===== config.mk =====
export PLATFORM = sky130hd
export DESIGN_NAME = axi_lite_rd_arbiter
export DESIGN_NICKNAME = d
export VERILOG_FILES = /design/src/rtl/axi_lite_rd_arbiter.sv
export SDC_FILE = /design/constraint.sdc
export NUM_CORES = 1
export LEC_CHECK = 0
export CAP_MARGIN = 20
export CORE_MARGIN = 2
export CORE_UTILIZATION = 28
export CTS_CLUSTER_DIAMETER = 50
export DETAILED_ROUTE_END_ITERATION = 8
export GPL_ROUTABILITY_DRIVEN = 0
export PLACE_DENSITY = 0.77
export SLEW_MARGIN = 20
export SYNTH_ARGS = -nofsm -noshare
export SYNTH_HDL_FRONTEND = slang
export SYNTH_SLANG_ARGS = --single-unit

===== constraint.sdc =====
create_clock -name CLK -period 1.5 [get_ports CLK]
set_clock_uncertainty 0.2 [all_clocks]
set_input_delay 0.3 -clock CLK [delete_from_list [all_inputs] [get_ports CLK]]
set_output_delay 0.3 -clock CLK [all_outputs]
set_load 0.03 [all_outputs]

===== src/rtl/axi_lite_rd_arbiter.sv =====
// axi_lite_rd_arbiter
// Shares one AXI4-Lite read port toward the memory fabric between two
// requesters (s0 = instruction fetch, s1 = data/debug read). Exactly one
// transaction is in flight at a time: arbitrate in IDLE, present a registered
// AR in ADDR, then route the R beat back to the granted requester in DATA.
// Ties are broken round-robin against the last completed grant.
//
// Ports:
//   CLK, RSTN              clock (rising edge), async active-low reset
//   s0_axi_* / s1_axi_*    requester AR (valid/ready/addr/prot) and R
//                          (valid/ready/data/resp) channels
//   m_axi_*                fabric AR (registered valid/addr/prot) and R channels
//
// Optional build macro AXI_RD_ARB_TIMEOUT_EN: adds an R-wait watchdog. After
// TIMEOUT_CYCLES DATA cycles without m_axi_rvalid the granted requester gets a
// SLVERR beat (ERR), then the late fabric beat is drained and dropped (DRAIN).
//
// state | meaning
// IDLE  | no transaction; arbitrate and accept one AR
// ADDR  | registered AR presented to the fabric until m_axi_arready
// DATA  | fabric R forwarded to the granted requester until handshake
// ERR   | (timeout build) SLVERR returned to the granted requester
// DRAIN | (timeout build) discard one late fabric R beat, no new grants
module axi_lite_rd_arbiter #(
  parameter int ADDR_WIDTH     = 32,
  parameter int DATA_WIDTH     = 32,
  parameter int PROT_WIDTH     = 3,
  parameter int RESP_WIDTH     = 2,
  parameter int TIMEOUT_CYCLES = 256
) (
  input  logic                  CLK,
  input  logic                  RSTN,
  input  logic                  s0_axi_arvalid,
  output logic                  s0_axi_arready,
  input  logic [ADDR_WIDTH-1:0] s0_axi_araddr,
  input  logic [PROT_WIDTH-1:0] s0_axi_arprot,
  output logic                  s0_axi_rvalid,
  input  logic                  s0_axi_rready,
  output logic [DATA_WIDTH-1:0] s0_axi_rdata,
  output logic [RESP_WIDTH-1:0] s0_axi_rresp,
  input  logic                  s1_axi_arvalid,
  output logic                  s1_axi_arready,
  input  logic [ADDR_WIDTH-1:0] s1_axi_araddr,
  input  logic [PROT_WIDTH-1:0] s1_axi_arprot,
  output logic                  s1_axi_rvalid,
  input  logic                  s1_axi_rready,
  output logic [DATA_WIDTH-1:0] s1_axi_rdata,
  output logic [RESP_WIDTH-1:0] s1_axi_rresp,
  output logic                  m_axi_arvalid,
  input  logic                  m_axi_arready,
  output logic [ADDR_WIDTH-1:0] m_axi_araddr,
  output logic [PROT_WIDTH-1:0] m_axi_arprot,
  input  logic                  m_axi_rvalid,
  output logic                  m_axi_rready,
  input  logic [DATA_WIDTH-1:0] m_axi_rdata,
  input  logic [RESP_WIDTH-1:0] m_axi_rresp
);

`ifdef AXI_RD_ARB_TIMEOUT_EN
  typedef enum logic [2:0] {IDLE, ADDR, DATA, ERR, DRAIN} state_e;
  localparam int TMO_W = $clog2(TIMEOUT_CYCLES + 1);
  localparam logic [TMO_W-1:0] TMO_LAST = TMO_W'(TIMEOUT_CYCLES - 1);
  logic [TMO_W-1:0] tmo_cnt_q;
`else
  typedef enum logic [1:0] {IDLE, ADDR, DATA} state_e;
  // TIMEOUT_CYCLES only sizes the optional watchdog.
  logic unused_tmo;
  assign unused_tmo = (TIMEOUT_CYCLES != 0);
`endif

  state_e                state_q;
  logic                  grant_q;
  logic                  last_grant_q;
  logic                  arvalid_q;
  logic [ADDR_WIDTH-1:0] araddr_q;
  logic [PROT_WIDTH-1:0] arprot_q;

  logic                  grant_d;
  logic                  ar_accept;
  logic                  s_rready;
  logic                  rsp_valid;
  logic [DATA_WIDTH-1:0] rsp_data;
  logic [RESP_WIDTH-1:0] rsp_resp;

  // On a tie the requester that did not win last time goes next; otherwise
  // the only requester present wins.
  assign grant_d   = (s0_axi_arvalid && s1_axi_arvalid) ? ~last_grant_q : s1_axi_arvalid;
  // Qualified with RSTN so no requester sees arready while reset is held.
  assign ar_accept = (state_q == IDLE) && (s0_axi_arvalid || s1_axi_arvalid) && RSTN;

  assign s0_axi_arready = ar_accept && !grant_d;
  assign s1_axi_arready = ar_accept && grant_d;

  assign s_rready = grant_q ? s1_axi_rready : s0_axi_rready;

  always_comb begin
    rsp_valid    = 1'b0;
    rsp_data     = '0;
    rsp_resp     = '0;
    m_axi_rready = 1'b0;
    case (state_q)
      DATA: begin
        rsp_valid    = m_axi_rvalid;
        rsp_data     = m_axi_rdata;
        rsp_resp     = m_axi_rresp;
        m_axi_rready = s_rready;
      end
`ifdef AXI_RD_ARB_TIMEOUT_EN
      ERR: begin
        rsp_valid = 1'b1;
        rsp_resp  = RESP_WIDTH'(2'b10);
      end
      DRAIN: m_axi_rready = 1'b1;
`endif
      default: ;
    endcase
  end

  assign s0_axi_rvalid = rsp_valid && !grant_q;
  assign s1_axi_rvalid = rsp_valid && grant_q;
  assign s0_axi_rdata  = grant_q ? '0 : rsp_data;
  assign s1_axi_rdata  = grant_q ? rsp_data : '0;
  assign s0_axi_rresp  = grant_q ? '0 : rsp_resp;
  assign s1_axi_rresp  = grant_q ? rsp_resp : '0;

  assign m_axi_arvalid = arvalid_q;
  assign m_axi_araddr  = araddr_q;
  assign m_axi_arprot  = arprot_q;

  always_ff @(posedge CLK or negedge RSTN) begin
    if (!RSTN) begin
      state_q      <= IDLE;
      grant_q      <= 1'b0;
      last_grant_q <= 1'b1;
      arvalid_q    <= 1'b0;
      araddr_q     <= '0;
      arprot_q     <= '0;
`ifdef AXI_RD_ARB_TIMEOUT_EN
      tmo_cnt_q    <= '0;
`endif
    end else begin
      case (state_q)
        IDLE: begin
          if (ar_accept) begin
            grant_q   <= grant_d;
            araddr_q  <= grant_d ? s1_axi_araddr : s0_axi_araddr;
            arprot_q  <= grant_d ? s1_axi_arprot : s0_axi_arprot;
            arvalid_q <= 1'b1;
            state_q   <= ADDR;
          end
        end
        ADDR: begin
          if (m_axi_arready) begin
            arvalid_q <= 1'b0;
            state_q   <= DATA;
`ifdef AXI_RD_ARB_TIMEOUT_EN
            tmo_cnt_q <= '0;
`endif
          end
        end
        DATA: begin
          if (m_axi_rvalid && s_rready) begin
            last_grant_q <= grant_q;
            state_q      <= IDLE;
          end
`ifdef AXI_RD_ARB_TIMEOUT_EN
          else if (!m_axi_rvalid) begin
            tmo_cnt_q <= tmo_cnt_q + 1'b1;
            if (tmo_cnt_q == TMO_LAST) state_q <= ERR;
          end
`endif
        end
`ifdef AXI_RD_ARB_TIMEOUT_EN
        ERR: begin
          if (s_rready) begin
            last_grant_q <= grant_q;
            state_q      <= DRAIN;
          end
        end
        DRAIN: begin
          if (m_axi_rvalid) state_q <= IDLE;
        end
`endif
        default: state_q <= IDLE;
      endcase
    end
  end

endmodule


==> summary.txt <==
outcome: finished, violations left
failing checks: negative setup slack
Die Ht: 97.4 um
Met1 Wirelength: 3980 um
critical path peak fanout: 17
Relative slew margins: 73.7%
largest net degree at the start of global routing: 36
final design utilization: 65.4%
share of cells above drive strength 1: 53.0%
Routed met2 length: 5850 um
First-pass DRT Iterations: 4
worst-margin pin slew: 0.394 ns
drt via density: 4.87
Tcrit/Tclk final: 142%
Worst setup SP type: register
ys async rst share: 100%
initial core utilization: 28.5%
DIE AREA: 9490 um^2
Place WS: -0.471 ns
CTS tree: done
fmax: 470 MHz
design area: 5620 um^2
total chip power: 0.00878 W
Post-Synthesis Net Count: 376
# setup viols final: 112
Final min period: 2.13 ns
top_reg_cell synth: dfrtp_1
vias in the first global route: 3127
final hold viol count: 0
DR WL met3: 804 um
unrepaired setup endpoints after global routing: true
CTS Buf Count: 5
mean routed wirelength per cell: 17.7 um
first-pass GRT wire length: 16400 um
initial antenna violation count: 0
register area share after synthesis: 41.0%
CORE AREA: 8590 um^2
Die W: 97.4 um
crit path DAT: 1.63 ns
Hold Path Class: reg -> reg
VDD IR max: 0.751 mV
critical path data required time: 1.00 ns
Post-synth EDFFs: 0
number of diodes: 0
# rows: 34
residual overflow from global routing: 0
Post-DP HPWL: 8050 um
Port Buffer Count: 220
cell area power density: 1560 nW/um^2
Max-cap violations: 0
Post-Syn Area per Cell: 9.26 um^2
RR Startpoint: state_q[0]$_DFFE_PN0P_
start point of the critical path: state_q[0]$_DFFE_PN0P_
Vias: 2968
Cells after Synth: 264
final non-filler cell total: 610
synthesized area: 2440 um^2
H-Tree Level Count: 2
clk_lat worst skew: 0.29 ns
drt drc: 0
Reg clk slew, reported paths: 0.08 ns
YS warnings: 0
element type at the critical path end: output port
critical path type: reg -> out
Lkg Pwr: 2.51 nW
Placed Instances: 592
Detail Route Antenna Nets: 0
Nets: 614
Synth Register Bits: 40
I/O pins: 221
Slew Viols, Final: 0
uppermost layer routed: met4
root buffer cell: clkbuf_8
CTS Buffer Depth: 2
Post-DP Area: 5090 um^2
area grow syn2layout: 130%
Synth cell types: 27
Total Routing Usage GR: 21.6%
clock sink count: 40
DR iter-0 viols: 68
Hold Crit Start: m_axi_araddr[31]$_DFFE_PN0P_
Setup WS post-layout: -0.629 ns
Routed WL: 10800 um
==> through the flow <==
| step | TNS (ns) | hold slack [ns] |
|---|---|---|
| 6_report | -55.63 | 0.318 |
| 5_1_grt | -63.80 | 0.342 |
| 4_1_cts | -58.03 | 0.323 |
| 3_5_place_dp | -42.64 | 0.158 |
| 3_3_place_gp | -40.20 | 0.139 |
| 2_1_floorplan | -24.65 | -0.196 |
==> routing by layer <==
metal	vias up	GRT usage (%)
met2	144	41.3
met5	-	0
li1	1401	-
met1	1408	24.2
met3	15	4.96
met4	0	4.81
==> cells in the mapped netlist (2+ instances only) <==
library cell / n / share of area [%]
a221o_1: 35 / 14
and2_1: 70 / 18
buf_2: 9 / 1.8
buf_6: 4 / 1.8
clkbuf_1: 12 / 1.8
dfrtp_1: 39 / 40
nand2_1: 38 / 5.8
nor2_4: 2 / 0.92
nor2b_1: 2 / 0.51
nor3_1: 26 / 5.3
nor3_2: 9 / 3.7
nor3b_2: 2 / 1.0
o21ai_0: 2 / 0.41
==> cell type report <==
class | count | area [um^2]
timing repair buffer | 257 | 2740
clock inverter | 1 | 5.00
fill | 677 | 2980
sequential | 40 | 1000
tap | 108 | 135
multi-input combinational | 197 | 1660
inverter | 1 | 3.75
clock buffer | 6 | 72.6
==> worst max-delay path, stage by stage, from the launching register on <==
cell,delay (ns)
dfrtp_1,0.42
or2b_4,0.30
nor2_4,0.14
clkbuf_16,0.20
and2_4,0.15
buf_6,0.12
==> cell families (layout without fill, tap and decap cells) <==
kind of cell | count (synthesis) | count (layout) | synth area share, %
buffers and inverters | 27 | 265 | 5.83
AND/OR/NAND/NOR | 156 | 156 | 37.2
flip-flops | 40 | 40 | 41.0
AO/OA/AOI/OAI | 39 | 39 | 15.1
multiplexers | 2 | 2 | 0.870
==> registers in the layout, indices dropped and copies added, names as in the netlist <==
name / flops
grant_q: 1
last_grant_q: 1
m_axi_araddr: 32
m_axi_arprot: 3
m_axi_arvalid: 1
state_q: 2
==> worst paths after layout <==
check | cells after the start | to | slack [ns]
setup / recovery | 5 | s1_axi_rdata[3] | -0.63
hold / removal | 1 | m_axi_araddr[31]$_DFFE_PN0P_ | 0.32
setup reg to reg | 6 | last_grant_q$_DFFE_PN1P_ | -0.34
hold reg to reg | 1 | m_axi_araddr[31]$_DFFE_PN0P_ | 0.32
max in group asynchronous | 3 | m_axi_araddr[11]$_DFFE_PN0P_ | 0.43
min in group asynchronous | 4 | state_q[1]$_DFFE_PN0P_ | 0.37
==> repair_timing <==
action	CTS	global route
hold endpoints to repair	39	0
setup endpoints to repair	111	113
setup buffers	5	2
pin swaps	11	26
resized for setup	65	17
hold buffers	2	0
gates cloned	3	1
==> power breakdown <==
| part | leakage (nW) | internal (W) | switching, W |
|---|---|---|---|
| Clock | 0.0410 | 0.000317 | 0.000369 |
| Sequential | 0.492 | 0.00160 | 0.000375 |
| Combinational | 1.97 | 0.00298 | 0.00314 |
==> placed cells by master (no fill, tap or decap), types with 4 or more instances in the layout <==
master,instances
dfrtp_1,39
clkdlybuf4s50_1,110
nand2_1,38
nor3_1,6
buf_4,60
clkbuf_8,5
and2_4,70
clkbuf_16,4
a221o_1,35
buf_6,61
nor3_2,29
buf_12,18
No activity file was read; power rests on OpenSTA's default activity.
